<file path="src/rtl/toy_wb_arb.sv">
// toy_wb_arb -- four-way round-robin writeback arbiter feeding a 2-entry
// in-order FIFO toward the register file.
//
// Requesters: 0=LSU, 1=ALU, 2=MEXT, 3=CSR.
//
// Ports
//   clk              single clock, rising edge
//   rst_n            asynchronous active-low reset
//   wb_req_vld[3:0]  per-requester writeback request
//   wb_req_rdy[3:0]  per-requester grant (one-hot or zero)
//   wb_req_index     4 x 5-bit destination register, requester r at [r*5 +: 5]
//   wb_req_val       4 x REG_WIDTH write data, requester r at [r*REG_WIDTH +: REG_WIDTH]
//   wb_req_inst_idx  4 x INST_IDX_WIDTH instruction index, same packing
//   flush            discards queued writebacks, blocks grants
//   rf_wr_vld/rdy    FIFO head handshake toward register file
//   rf_wr_en         head valid and destination != x0
//   rf_wr_index/val/inst_idx/src  head entry fields (src = winning requester)
//   stat_stall_cnt   cycles with a request but no grant (saturating)
//
// Build option: define TOY_WB_ARB_STAT_EN to build the stall counter;
// otherwise stat_stall_cnt is tied to zero.
//
// REG_WIDTH / INST_IDX_WIDTH defaults mirror the toy_pack values.

module toy_wb_arb #(
   parameter int REG_WIDTH      = 32,
   parameter int INST_IDX_WIDTH = 8
) (
   input  logic                          clk,
   input  logic                          rst_n,
   input  logic [3:0]                    wb_req_vld,
   output logic [3:0]                    wb_req_rdy,
   input  logic [4*5-1:0]                wb_req_index,
   input  logic [4*REG_WIDTH-1:0]        wb_req_val,
   input  logic [4*INST_IDX_WIDTH-1:0]   wb_req_inst_idx,
   input  logic                          flush,
   output logic                          rf_wr_vld,
   input  logic                          rf_wr_rdy,
   output logic                          rf_wr_en,
   output logic [4:0]                    rf_wr_index,
   output logic [REG_WIDTH-1:0]          rf_wr_val,
   output logic [INST_IDX_WIDTH-1:0]     rf_wr_inst_idx,
   output logic [1:0]                    rf_wr_src,
   output logic [15:0]                   stat_stall_cnt
);

   localparam int NREQ  = 4;
   localparam int DEPTH = 2;

   logic [1:0]                rr_ptr_q, rr_ptr_d;
   logic [1:0]                cnt_q, cnt_d;
   logic                      rd_ptr_q, rd_ptr_d;
   logic                      wr_ptr_q, wr_ptr_d;

   logic [4:0]                ent_index_q [DEPTH];
   logic [4:0]                ent_index_d [DEPTH];
   logic [REG_WIDTH-1:0]      ent_val_q   [DEPTH];
   logic [REG_WIDTH-1:0]      ent_val_d   [DEPTH];
   logic [INST_IDX_WIDTH-1:0] ent_inst_q  [DEPTH];
   logic [INST_IDX_WIDTH-1:0] ent_inst_d  [DEPTH];
   logic [1:0]                ent_src_q   [DEPTH];
   logic [1:0]                ent_src_d   [DEPTH];

   logic [1:0] cand;
   logic [1:0] winner;
   logic       winner_found;
   logic       full;
   logic       pop;
   logic       can_push;
   logic       grant;

   // Round-robin search from rr_ptr, wrapping 3 -> 0.
   always_comb begin
      cand         = '0;
      winner       = '0;
      winner_found = 1'b0;
      for (int i = 0; i < NREQ; i++) begin
         cand = rr_ptr_q + 2'(i);
         if (!winner_found && wb_req_vld[cand]) begin
            winner_found = 1'b1;
            winner       = cand;
         end
      end
   end

   assign rf_wr_vld = (cnt_q != 2'd0);
   assign full      = (cnt_q == 2'(DEPTH));
   assign pop       = rf_wr_vld & rf_wr_rdy;
   // A full FIFO can still accept when the head leaves in the same cycle.
   // rst_n gates the grant so nothing is handed out while reset is held.
   assign can_push  = rst_n & ~flush & (~full | pop);
   assign grant     = winner_found & can_push;
   assign wb_req_rdy = grant ? (4'b0001 << winner) : 4'b0000;

   always_comb begin
      rr_ptr_d    = rr_ptr_q;
      cnt_d       = cnt_q;
      rd_ptr_d    = rd_ptr_q;
      wr_ptr_d    = wr_ptr_q;
      ent_index_d = ent_index_q;
      ent_val_d   = ent_val_q;
      ent_inst_d  = ent_inst_q;
      ent_src_d   = ent_src_q;

      if (grant) begin
         rr_ptr_d              = winner + 2'd1;
         ent_index_d[wr_ptr_q] = wb_req_index[int'(winner)*5 +: 5];
         ent_val_d[wr_ptr_q]   = wb_req_val[int'(winner)*REG_WIDTH +: REG_WIDTH];
         ent_inst_d[wr_ptr_q]  = wb_req_inst_idx[int'(winner)*INST_IDX_WIDTH +: INST_IDX_WIDTH];
         ent_src_d[wr_ptr_q]   = winner;
      end

      if (flush) begin
         // A pop in this cycle still completes; the queue is simply emptied.
         cnt_d    = 2'd0;
         rd_ptr_d = 1'b0;
         wr_ptr_d = 1'b0;
      end else begin
         rd_ptr_d = rd_ptr_q ^ pop;
         wr_ptr_d = wr_ptr_q ^ grant;
         case ({grant, pop})
            2'b10:   cnt_d = cnt_q + 2'd1;
            2'b01:   cnt_d = cnt_q - 2'd1;
            default: cnt_d = cnt_q;
         endcase
      end
   end

   always_ff @(posedge clk or negedge rst_n) begin
      if (!rst_n) begin
         rr_ptr_q <= '0;
         cnt_q    <= '0;
         rd_ptr_q <= 1'b0;
         wr_ptr_q <= 1'b0;
         for (int i = 0; i < DEPTH; i++) begin
            ent_index_q[i] <= '0;
            ent_val_q[i]   <= '0;
            ent_inst_q[i]  <= '0;
            ent_src_q[i]   <= '0;
         end
      end else begin
         rr_ptr_q    <= rr_ptr_d;
         cnt_q       <= cnt_d;
         rd_ptr_q    <= rd_ptr_d;
         wr_ptr_q    <= wr_ptr_d;
         ent_index_q <= ent_index_d;
         ent_val_q   <= ent_val_d;
         ent_inst_q  <= ent_inst_d;
         ent_src_q   <= ent_src_d;
      end
   end

   assign rf_wr_index    = ent_index_q[rd_ptr_q];
   assign rf_wr_val      = ent_val_q[rd_ptr_q];
   assign rf_wr_inst_idx = ent_inst_q[rd_ptr_q];
   assign rf_wr_src      = ent_src_q[rd_ptr_q];
   // x0 writes travel through the queue but never enable the write port.
   assign rf_wr_en       = rf_wr_vld & (rf_wr_index != 5'd0);

`ifdef TOY_WB_ARB_STAT_EN
   logic [15:0] stat_q, stat_d;

   always_comb begin
      stat_d = stat_q;
      if ((|wb_req_vld) && !grant && (stat_q != 16'hFFFF)) begin
         stat_d = stat_q + 16'd1;
      end
   end

   always_ff @(posedge clk or negedge rst_n) begin
      if (!rst_n) begin
         stat_q <= '0;
      end else begin
         stat_q <= stat_d;
      end
   end

   assign stat_stall_cnt = stat_q;
`else
   assign stat_stall_cnt = 16'd0;
`endif

endmodule

</file>
<file path="config.mk">
export PLATFORM = sky130hd
export DESIGN_NAME = toy_wb_arb
export DESIGN_NICKNAME = d
export VERILOG_FILES = /design/src/rtl/toy_wb_arb.sv
export SDC_FILE = /design/constraint.sdc
export NUM_CORES = 1
export LEC_CHECK = 0
export CORE_ASPECT_RATIO = 0.8
export CORE_MARGIN = 8
export CORE_UTILIZATION = 43
export CTS_BUF_LIST = sky130_fd_sc_hd__clkbuf_2 sky130_fd_sc_hd__clkbuf_4 sky130_fd_sc_hd__clkbuf_8
export CTS_CLUSTER_DIAMETER = 40
export DETAILED_ROUTE_END_ITERATION = 10
export HOLD_SLACK_MARGIN = 0.12
export PLACE_DENSITY = 0.79
export REMOVE_ABC_BUFFERS = 1
export SLEW_MARGIN = 20
export SYNTH_ARGS = -nofsm -noshare
export SYNTH_HDL_FRONTEND = slang
export SYNTH_SLANG_ARGS = --single-unit
</file>
<file path="constraint.sdc">
create_clock -name clk -period 3.1 [get_ports clk]
set_input_delay 0.62 -clock clk [delete_from_list [all_inputs] [get_ports clk]]
set_output_delay 0.62 -clock clk [all_outputs]
set_load 0.005 [all_outputs]
</file>
* After elaboration in Yosys (flattened, before gate mapping) *
Cells that the tools add are included.

word-level totals
  register bits after elaboration = 100
  bits in latches = 0
  bits in writable memories = 0
  memory bits (read-only) = 0
  input port bits = 188
  word-level logic and storage cells = 100
  memories kept = 0

operators by class
  $add $sub $neg = 6
  multiply operators = 1
  divide/modulo/power cells = 0
  order comparisons = 7
  equality and inequality tests = 3
  shifts and indexed selects = 4
  mux-type cells = 45
  bitwise operators = 12
  reductions and logical operators = 10

operator list
  cell                                                       count
  two-way mux 32 bit                                         4
  indexed part select 128 x 8 -> 32 bit                      1
  bitwise mux 64 bit                                         1
  demux 32 bit (select 1 bit)                                1
  two-way mux 8 bit                                          4
  indexed part select 32 x 6 -> 8 bit                        1
  two-way mux 5 bit                                          4
  indexed part select 20 x 6 -> 5 bit                        1
  two-way mux 2 bit                                          9
  bitwise mux 16 bit                                         1
  < comparator 2 x 3 -> 1 bit (second input constant)        4
  bitwise mux 10 bit                                         1
  two-way mux 1 bit                                          10
  binary-select mux 1 bit (select 2 bit)                     4
  demux 8 bit (select 1 bit)                                 1
  adder 2 x 1 -> 2 bit (second input constant)               3
  AND 1 bit                                                  5
  demux 5 bit (select 1 bit)                                 1
  multiplier 2 x 3 -> 5 bit (second input constant)          1
  nonzero test 5 bit                                         1
  adder 2 bit (second input constant)                        2
  bitwise mux 4 bit                                          1
  == test 2 bit (second input constant)                      2
  greater-or-equal comparator 2 bit (second input constant)  2
  other kinds (15)                                           23

* Logic depth before layout (Yosys ltp) *
Gate-level depths: netlist of the first run.

  depth after elaboration = 16
  gate-level depth with buffers = 9
  gate-level depth less buffers = 6

* Worst setup path after synthesis of the first run *
Ideal clock, no wire load.

  path type = input to output
  start point = in wb_req_vld[2]
  end point = out wb_req_rdy[2]
  arrival time = 1.870 ns
  data required time = 2.480 ns
  setup slack = 0.610 ns
  stages on the path = 8
  path buffers = 3
  path through = nor2b_1 > a221o_1 > and2_4 > buf_6 > buf_12 > buf_8 > ha_1 > and2_1

on the way
  longest elaborated chain between the ends = 14

RTL lines
  element                                  RTL line  text
  start, declared                          31        input logic [3:0] wb_req_vld,
  binary-select mux 1 bit (select 2 bit)   79        if (!winner_found && wb_req_vld[cand]) begin
  two-way mux 1 bit (implied by the code)  79
  two-way mux 1 bit                        79
  logical NOT 1 bit                        79
  logical AND 1 bit                        79
  two-way mux 1 bit                        79
  logical NOT 1 bit                        79
  logical AND 1 bit                        79
  two-way mux 1 bit                        79
  logical NOT 1 bit                        79
  logical AND 1 bit                        79
  two-way mux 2 bit (*)                    79
  named net winner[1]                      65        logic [1:0] winner;
  << shifter 1 x 2 -> 4 bit (*)            93        assign wb_req_rdy = grant ? (4'b0001 << winner) : 4'b0000;
  two-way mux 4 bit (*)                    93
  end, declared                            32        output logic [3:0] wb_req_rdy,

The timed path passes the listed nets; every way through them passes the cells marked *. The select of a mux whose other input is x is not followed.

* Worst setup path in the final report of the first run *
  start point = reg rd_ptr_q
  end point = out rf_wr_en

on the way
  longest elaborated chain between the ends = 6

RTL lines
  element                                                RTL line  text
  start, declared                                        52        logic rd_ptr_q, rd_ptr_d;
  start signal, assigned                                 144       rd_ptr_q <= rd_ptr_d;
  inverter 1 -> 2 bit (implied by the code)              153       assign rf_wr_index = ent_index_q[rd_ptr_q];
  two-way mux 5 bit (implied by the code) (3 in series)  153
  nonzero test 5 bit                                     158       assign rf_wr_en = rf_wr_vld & (rf_wr_index != 5'd0);
  AND 1 bit                                              158
  end, declared                                          39        output logic rf_wr_en,

Every way passes these cells. The select of a mux whose other input is x is not followed.

==> metrics.csv, run 1 <==
stage,metric,value,unit
yosys,synth_top_area_share,41.22,%
route,wl,18960,µm
clocking,numCtsBuffers,9,
critical_path,start_kind,flip-flop,
yosys,synth_common_cells,"100 x dfrtp_1, 92 x nand2b_1, 91 x mux2i_1",
place,port_buffers,240,
route,drt_pass1_iterations,5,
grt,grt_overflow,0,
finish,nNetsFinal,966,
pwr,p_sw_share,31.73,%
floorplanning,initial_core_util,43.20,%
critical_path,cp_cell_sequence,mux2_2 > or4_1 > o21a_1 > clkdlybuf4s50_1,
pwr,p_int,4.066,mW
yosys,synth_edf_count,0,
pwr,clockPowerShare,18.0,%
clocking,cts_root_buf,clkbuf_8,
critical_path,crit_arrival,2360,ps
grt,grt_use_total,20.60,%
yosys,ys_seq_elements,100,
yosys,syn_area,6071,µm²
critical_path,end_kind,output pin,
sta,fin_worst_skew,8.789,ps
sta,whs,255.6,ps
yosys,syn_area_per_cell,11.28,µm²
sta,worst_pin_slew,897.8,ps
sta,grt_setup_unrepaired,no,
hold_path,hold_class,input port to async pin,
grt,grt_pass1_wl,30040,µm
place,post-dp-hpwl,14040,µm
floorplanning,dieArea,18200,µm²
yosys,ys_seq_area_share,41.22,%
route,first_iter_violations,277,
floorplanning,core,14050,µm²
route,vias,5253,
sta,report.final.slew_viol_count,0,
sta,finalSetupTns,0,ps
clocking,clock_path_buffers,2,
critical_path,worstSetupPathType,flip-flop to output pin,
critical_path,critPathTopFamily,simple AND/OR/NAND/NOR gates,
sta,maxSlewHeadroom,40.15,%
grt,grt_max_degree,70,
finish,synthToLayoutAreaGrowth,46.68,%
pwr,leakage,3.813,nW
pwr,seq_power_share,36.5,%
finish,final-instance-count-excl-fill,961,
yosys,yosys.area.top_type,dfrtp_1,
route,drtAntennaViolNets,0,
pwr,power_density,668.9,nW/µm²
clocking,cts_tree,yes,
yosys,yosysMostFrequentCell,dfrtp_1,
critical_path,cp.required,2480,ps
clocking,clock_sinks,100,
yosys,synthFlopType,dfrtp_1,
yosys,synthArstFlopShare,100.0,%
critical_path,worst_path_largest_cell_delay,520,ps
sta,period_share,95.97,%
sta,hold_viol_final,0,
job,maxCapViolations,0,
route,drc_errors,0,
yosys,yosysUniqueCellTypes,38,
critical_path,crit_buf_inv,1,
floorplanning,rows,39,
status,status,"complete, no violations",
yosys,synth_warnings,0,
grt,antenna_found_initial,0,
sta,fmax,336.1,MHz
floorplanning,die_y,122.3,µm
pwr,combPwrFrac,45.5,%
route,vias_per_cell,5.466,
finish,diodes,0,
clocking,htreeDepth,3,
pwr,switching_power,1.890,mW
sta,fin_crit,2975,ps
sta,final-setup-viol-count,0,
floorplanning,io_pins,257,
pwr,total_power,5.956,mW
clocking,clock_latency,380,ps
yosys,synthTopCellsByArea,"dfrtp_1 41%, mux2i_1 15%, o221ai_1 13%",
clocking,clkTransAtPathRegs,90,ps
place,routabilityCongestion,0.7717,
route,wl_per_cell,19.73,µm
clocking,ctsHoldBuffers,0,
place,placed_cells,943,
pwr,irDropWorstVdd,0.3314,mV
grt,grt_pass1_vias,5868,
finish,layout-drive-gt1-share,13.13,%
critical_path,critPathSlowestCell,or4_1,
floorplanning,chipWidth,148.8,µm
critical_path,path_max_fanout,7,
yosys,netlist_instances,538,
## path summary, 6_finish.rpt
path / startpoint / endpoint / slack (ps) / depth (start not counted)
worst min register to register: ent_inst_q[0]$_DFFE_PN0P_ / ent_inst_q[0]$_DFFE_PN0P_ / 500 / 2
min in group clk: ent_inst_q[0]$_DFFE_PN0P_ / ent_inst_q[0]$_DFFE_PN0P_ / 500 / 2
worst max register to register: rr_ptr_q[1]$_DFFE_PN0P_ / ent_val_q[37]$_DFFE_PN0P_ / 990 / 6
worst min-delay path: rst_n / rr_ptr_q[1]$_DFFE_PN0P_ / 260 / 2
max in group asynchronous: rst_n / ent_src_q[2]$_DFFE_PN0P_ / 1600 / 3
worst max-delay path: rd_ptr_q$_DFF_PN0_ / rf_wr_en / 120 / 4
## cell usage in the layout (no fill, tap or decap), drive strengths merged, types with 4 or more instances in the layout
| cell type | count |
|---|---|
| mux2i | 91 |
| clkdlybuf4s50 | 235 |
| conb | 16 |
| inv | 6 |
| a21oi | 4 |
| o21ai | 4 |
| and2 | 5 |
| nand2b | 92 |
| dfrtp | 100 |
| nand2 | 7 |
| buf | 28 |
| clkbuf | 13 |
| nor2 | 6 |
| o221ai | 90 |
| ha | 6 |
| mux2 | 49 |
## final cells by class
type                    instances  area (µm²)
clock buffers                  13       178.9
clock inverters                 3       90.09
fillers                      1083        5149
inverters                       6       22.52
multi-input cells             388        3224
flip-flops and latches        100        2504
well taps                     184       230.2
repair buffers                267        2655
## metal layers
layer | vias to the layer above | wire length [µm] | share of wire (%) | GRT usage (%)
met2 | 224 | 9375 | 49 | 35.46
met3 | 27 | 1585 | 8.4 | 6.853
met5 | - | 0 | 0 | 0
li1 | 2459 | - | - | -
met1 | 2543 | 7661 | 40 | 24.04
met4 | 0 | 342 | 1.8 | 6.545
## sequential cells by signal (all words and copies together) (netlist names)
| signal | count |
|---|---|
| wr_ptr_q | 1 |
| ent_val_q | 64 |
| ent_inst_q | 16 |
| ent_src_q | 4 |
| rd_ptr_q | 1 |
| ent_index_q | 10 |
| rr_ptr_q | 2 |
| cnt_q | 2 |
## stage by stage
stage	utilization, %	setup WS (ps)	area (µm²)
5_1_grt	63.36	10.44	8905
6_report	63.36	124.8	8905
2_1_floorplan	-	-418.9	5734
4_1_cts	63.29	1.391	8895
3_3_place_gp	61.29	-2.466	8613
3_5_place_dp	61.29	-95.86	8613
## power groups by stage
stage               Combinational (mW)  Sequential [mW]  Clock [mW]
detailed placement                2.71             2.20           0
floorplan                         1.50             2.11           0
CTS                               2.75             2.17        1.10
global route                      2.95             2.24        1.16
finish                            2.71             2.17        1.07
global placement                  2.63             2.14           0
## repair_timing
action                     CTS  global route
buffers inserted             1             1
setup endpoints to repair    5             4
gates resized for setup      5             1
## logic make-up (layout without fill, tap and decap cells)
family                   count (synthesis)  count (layout)  share of synthesized area, %
multiplexers                           140             140                         24.09
XOR/XNOR                                 1               1                        0.1443
buffers and inverters                   65             289                         6.842
AND/OR/NAND/NOR                        120             120                         11.81
AO/OA/AOI/OAI                          105             105                         14.59
other                                    1              16                       0.06177
flip-flops                             100             100                         41.22
adder cells (fa/ha/maj)                  6               6                         1.237
Power figures use the tool's default switching activity.
==> inputs of run 2 (changes only) <==
- CTS_BUF_LIST: sky130_fd_sc_hd__clkbuf_2 sky130_fd_sc_hd__clkbuf_4 sky130_fd_sc_hd__clkbuf_8 -> default
- CTS_CLUSTER_DIAMETER: 40 -> 200
==> run 2 against run 1 <==
Compared with the run above: critical path depth did not move; cell area rose by 1.1%; clock-buffer cell count did not move; cell count fell by 0.10%; highest routed layer unchanged; sequential share of layout area fell by 0.29 points; hold slack improved by 32 ps; non-clock buffer count fell by 1; global-route usage rose by 0.099 points.
==> metrics.csv, run 2 (same netlist as run 1, synthesis figures left out) <==
stage,metric,value,unit,change
status,status,"complete, no violations",,
place,dpl_cell_area,8613,µm²,unchanged
floorplanning,chipWidth,148.8,µm,unchanged
finish,layout_common_cells,"235 x clkdlybuf4s50_1, 99 x dfrtp_1, 92 x nand2b_1",,
finish,utilization,64.03,%,+0.67 points
critical_path,rrSetupSlack,970,ps,-20 ps
pwr,irDropWorstVdd,0.4597,mV,+39%
sta,period_share,95.93,%,about the same
finish,regMostFlops,ent_val_q,,
floorplanning,initial_core_util,43.20,%,unchanged
grt,grt_pass1_wl,30150,µm,+0.35%
clocking,ctsHoldBuffers,0,,unchanged
pwr,leakage,3.854,nW,+1.1%
job,maxCapViolations,0,,unchanged
finish,fillerInstances,1060,,-2.1%
finish,layout_commonest_cell,clkdlybuf4s50_1,,
finish,final-instance-count-excl-fill,960,,-0.10%
sta,maxSlewHeadroom,39.98,%,-0.17 points
place,port_buffers,240,,unchanged
critical_path,crit_arrival,2350,ps,about the same
route,vias_per_cell,5.511,,+0.83%
hold_path,hold_class,input port to async pin,,
sta,final-setup-viol-count,0,,unchanged
route,wl,19180,µm,+1.1%
critical_path,path_max_fanout,8,,+1
sta,worst_pin_slew,900.4,ps,+2.599 ps
clocking,numCtsBuffers,9,,unchanged
critical_path,r2r-end,ent_val_q[37]$_DFFE_PN0P_,,
critical_path,start_kind,flip-flop,,
place,routabilityCongestion,0.7717,,unchanged
place,post-dp-hpwl,14040,µm,unchanged
critical_path,cp.required,2480,ps,about the same
finish,final_area,8999,µm²,+1.1%
route,drtAntennaViolNets,0,,unchanged
floorplanning,dieArea,18200,µm²,unchanged
finish,multi_input_area,3224,µm²,unchanged
clocking,clkTransAtPathRegs,60,ps,-30 ps
finish,synthToLayoutAreaGrowth,48.23,%,
grt,grt_max_degree,70,,unchanged
sta,fmax,336.3,MHz,about the same
route,drt_pass1_iterations,4,,-1
critical_path,worstSetupPathType,flip-flop to output pin,,
grt,grt_pass1_vias,5852,,-0.27%
critical_path,reg2reg_depth,6,,unchanged
route,drc_errors,0,,unchanged
clocking,cts_tree,yes,,
grt,grt_overflow,0,,unchanged
floorplanning,rows,39,,unchanged
finish,layout-drive-gt1-share,13.02,%,-0.11 points
route,first_iter_violations,256,,-7.6%
sta,hold_viol_final,0,,unchanged
clocking,clock_latency,350,ps,-30 ps
route,vias,5291,,+0.72%
sta,grt_setup_unrepaired,no,,
floorplanning,io_pins,257,,unchanged
place,placed_cells,943,,unchanged
route,wl_per_cell,19.97,µm,+1.2%
sta,fin_crit,2974,ps,-1.215 ps
finish,reg_top3,"ent_val_q: 64 flops, ent_inst_q: 16 flops, ent_index_q: 10 flops",,
clocking,clock_sinks,100,,unchanged
sta,report.final.slew_viol_count,0,,unchanged
critical_path,timing.rr.start,rr_ptr_q[1]$_DFFE_PN0P_,,
sta,whs,287.2,ps,+31.60 ps
clocking,cts_root_buf,clkbuf_16,,
floorplanning,core,14050,µm²,unchanged
finish,regArea,2504,µm²,unchanged
sta,fin_worst_skew,6.112,ps,-2.677 ps
finish,largest_reg_flops,64,,unchanged
pwr,power_density,694.5,nW/µm²,+3.8%
finish,diodes,0,,unchanged
clocking,clock_path_buffers,2,,unchanged
floorplanning,die_y,122.3,µm,unchanged
grt,grt_use_total,20.70,%,+0.099 points
finish,nNetsFinal,965,,-0.10%
sta,finalSetupTns,0,ps,unchanged
critical_path,end_kind,output pin,,
grt,antenna_found_initial,0,,unchanged
clocking,htreeDepth,3,,unchanged
-- run 2: how the worst max path moves through the flow --
stage	end	depth (start not counted)	start	slack, ps
4_1_cts	wb_req_rdy[1]	8	wb_req_vld[1]	1
3_3_place_gp	wb_req_rdy[0]	8	wb_req_vld[2]	-2
6_report	rf_wr_en	4	rd_ptr_q$_DFF_PN0_	130
3_5_place_dp	wb_req_rdy[0]	8	wb_req_vld[2]	-100
5_1_grt	rf_wr_en	4	rd_ptr_q$_DFF_PN0_	40
2_1_floorplan	ent_index_q[5]$_DFFE_PN0P_	5	flush	-420
-- run 2: power by group --
group	leakage [nW]	switching, mW	internal [mW]	total (mW)
logic	2.42	1.14	1.57	2.71
registers	1.25	0.310	1.87	2.18
clock network	0.182	0.480	0.877	1.36
-- run 2: final cells by class --
class	instances	share of cell area [%]
inverter	6	0.2503
clock inverter	3	1.001
timing repair buffer	266	29.42
sequential	100	27.82
clock buffer	13	3.115
tap	184	2.558
multi-input combinational	388	35.83
-- run 2: what timing repair did --
action,in CTS,in global routing
buffers inserted,1,0
gates resized for setup,5,1
endpoints found under the setup margin,5,3
-- run 2: stage by stage --
step           power, mW  setup slack, ps
2_1_floorplan      3.613           -418.9
3_3_place_gp       4.774           -2.466
3_5_place_dp       4.911           -95.86
4_1_cts            6.317            1.391
5_1_grt            6.644            36.51
6_report           6.250            126.0
-- run 2: worst max-delay path, cell delays in order, from the launching register on --
cell,delay (ps)
dfrtp_2,470
mux2_2,390
or4_1,520
o21a_1,180
clkdlybuf4s50_1,440
-- run 2: layer usage --
layer / wire length [µm] / GRT usage (%) / share of wire, %
met3: 1569 / 7.332 / 8.2
met5: 0 / 0 / 0
met2: 9647 / 36.08 / 50
met1: 7723 / 24.03 / 40
met4: 235 / 5.160 / 1.2
==> inputs of run 3 (changes only) <==
- CORE_UTILIZATION: 43 -> 41
- PLACE_DENSITY: 0.79 -> 0.76
- clock period: 3.1 -> 3.49 ns (I/O delays scaled with it)
==> run 3 against run 2 <==
Compared with the run above: power is 15% lower; routed wire length grew 0.56%; utilization shrank 2.6 points; via count rose by 0.26%; setup slack improved by 14 ps; die area is 4.3% higher; cell count decreased by 1.0%; sequential power decreased by 11%; critical endpoint is now wb_req_rdy[0]; cell area decreased by 1.7%; register-to-register slack improved by 230 ps; combinational power fell by 11%.
==> metrics.csv, run 3 (same netlist as run 1, synthesis figures left out) <==
stage,metric,value,unit,change
critical_path,start_kind,input port,,
sta,maxSlewHeadroom,53.77,%,+14 points
grt,grt_overflow,0,,unchanged
finish,multi_input_area,3223,µm²,about the same
floorplanning,io_pins,257,,unchanged
clocking,clkTransAtPathRegs,70,ps,about the same
finish,nNetsFinal,955,,-1.0%
route,wl,19280,µm,+0.56%
finish,layout-drive-gt1-share,11.88,%,-1.1 points
place,post-dp-hpwl,14070,µm,+0.21%
pwr,leakage,3.772,nW,-2.1%
finish,synthToLayoutAreaGrowth,45.75,%,
clocking,clock_latency,340,ps,about the same
critical_path,r2r-end,ent_src_q[1]$_DFFE_PN0P_,,
clocking,clock_sinks,100,,unchanged
critical_path,worst_path_largest_cell_delay,570,ps,+50 ps
finish,layout_commonest_cell,clkdlybuf4s50_1,,
place,port_buffers,240,,unchanged
critical_path,worstSetupPathType,input port to output pin,,
sta,fmax,298.5,MHz,
sta,report.final.slew_viol_count,0,,unchanged
sta,period_share,95.99,%,
critical_path,cp_cell_sequence,clkdlybuf4s50_1 > nand2_1 > a221o_1 > and2_4 > inv_2 > ha_1 > and2_1 > clkdlybuf4s50_1,,
grt,grt_use_total,20.00,%,-0.70 points
route,drt_pass1_iterations,4,,unchanged
critical_path,rrSetupSlack,1200,ps,+230 ps
finish,diodes,0,,unchanged
sta,worst_pin_slew,693.5,ps,-206.9 ps
route,vias,5305,,+0.26%
finish,layout_common_cells,"238 x clkdlybuf4s50_1, 99 x dfrtp_1, 92 x nand2b_1",,
critical_path,reg2reg_depth,6,,unchanged
grt,grt_pass1_wl,30930,µm,+2.6%
route,drtAntennaViolNets,0,,unchanged
job,maxCapViolations,0,,unchanged
sta,fin_crit,3350,ps,
clocking,numCtsBuffers,9,,unchanged
finish,regArea,2504,µm²,unchanged
critical_path,critPathSlowestCell,clkdlybuf4s50_1,,
pwr,irDropWorstVdd,0.2876,mV,-37%
pwr,power_density,600.0,nW/µm²,-14%
floorplanning,dieArea,18980,µm²,+4.3%
critical_path,end_kind,output pin,,
finish,reg_top3,"ent_val_q: 64 flops, ent_inst_q: 16 flops, ent_index_q: 10 flops",,
route,drc_errors,0,,unchanged
place,placed_cells,933,,-1.1%
grt,antenna_found_initial,0,,unchanged
grt,grt_max_degree,69,,-1.4%
clocking,clock_path_buffers,2,,unchanged
critical_path,cp.required,2790,ps,+310 ps
critical_path,cp_common_cell,clkdlybuf4s50_1,,
route,wl_per_cell,20.30,µm,+1.6%
floorplanning,chipWidth,152.0,µm,+2.1%
pwr,total_power,5.309,mW,-15%
sta,final-setup-viol-count,0,,unchanged
hold_path,hold_class,input port to async pin,,
finish,fillerInstances,1175,,+11%
sta,grt_setup_unrepaired,no,,
floorplanning,die_y,124.8,µm,+2.1%
status,status,"complete, no violations",,
floorplanning,rows,39,,unchanged
clocking,htreeDepth,3,,unchanged
place,routabilityCongestion,0.8524,,+10%
clocking,cts_root_buf,clkbuf_16,,
critical_path,timing.rr.start,cnt_q[0]$_DFFE_PN0P_,,
floorplanning,initial_core_util,42.17,%,-1.0 points
finish,largest_reg_flops,64,,unchanged
sta,whs,486.3,ps,+199.1 ps
floorplanning,core,14400,µm²,+2.4%
finish,final-instance-count-excl-fill,950,,-1.0%
route,vias_per_cell,5.584,,+1.3%
critical_path,crit_arrival,2650,ps,+300 ps
critical_path,path_max_fanout,5,,-3
grt,grt_pass1_vias,5938,,+1.5%
route,first_iter_violations,248,,-3.1%
sta,fin_worst_skew,9.435,ps,+3.323 ps
clocking,ctsHoldBuffers,0,,unchanged
finish,regMostFlops,ent_val_q,,
sta,hold_viol_final,0,,unchanged
clocking,cts_tree,yes,,
run 3: final cells by class:
| cell class | instances | share of cell area [%] |
|---|---|---|
| Sequential cell | 100 | 28.29 |
| Clock inverter | 6 | 0.5090 |
| Clock buffer | 10 | 2.701 |
| Multi-Input combinational cell | 388 | 36.43 |
| Inverter | 6 | 0.2545 |
| Tap cell | 184 | 2.602 |
| Timing Repair Buffer | 256 | 29.21 |
run 3: worst max-delay path: cells and delay by family:
| kind | cells | cell delay [ps] |
|---|---|---|
| buffers and inverters | 3 | 1130 |
| AND/OR/NAND/NOR | 3 | 380 |
| AO/OA/AOI/OAI | 1 | 300 |
| adder cells (fa/ha/maj) | 1 | 140 |
run 3: how the worst max path moves through the flow:
stage / depth (start not counted) / start / endpoint / slack [ps]
global placement: 8 / wb_req_vld[2] / wb_req_rdy[1] / 180
CTS: 8 / wb_req_vld[2] / wb_req_rdy[0] / 70
detailed placement: 8 / wb_req_vld[2] / wb_req_rdy[0] / 80
global route: 8 / wb_req_vld[1] / wb_req_rdy[0] / 20
finish: 8 / wb_req_vld[0] / wb_req_rdy[0] / 140
floorplan: 5 / flush / ent_index_q[5]$_DFFE_PN0P_ / -110
run 3: repair_timing:
action / 4_1_cts / 5_1_grt
setup endpoints to repair: 0 / 2
resized for setup: 0 / 2
buffers inserted: 0 / 1
run 3: layer usage:
metal / vias up / wire length, µm / track usage (%) / share of wire, %
li1: 2445 / - / - / -
met1: 2599 / 8083 / 23.22 / 42
met2: 232 / 9717 / 35.07 / 50
met3: 29 / 1063 / 4.924 / 5.5
met4: 0 / 417 / 7.566 / 2.2
met5: - / 0 / 0 / 0
run 3: where the power goes:
group	total (mW)	internal, mW	switching (mW)
Sequential	1.94	1.66	0.276
Clock	0.964	0.511	0.453
Combinational	2.41	1.39	1.02
run 3: metrics by stage:
stage / cell area [µm²] / TNS (ps) / utilization (%) / setup slack (ps)
after floorplan: 5734 / -9612 / - / -106.9
after global placement: 8551 / 0 / 59.40 / 180.3
after detailed placement: 8551 / 0 / 59.40 / 77.35
after CTS: 8835 / 0 / 61.37 / 73.29
after global routing: 8848 / 0 / 61.47 / 23.11
final: 8848 / 0 / 61.47 / 139.9
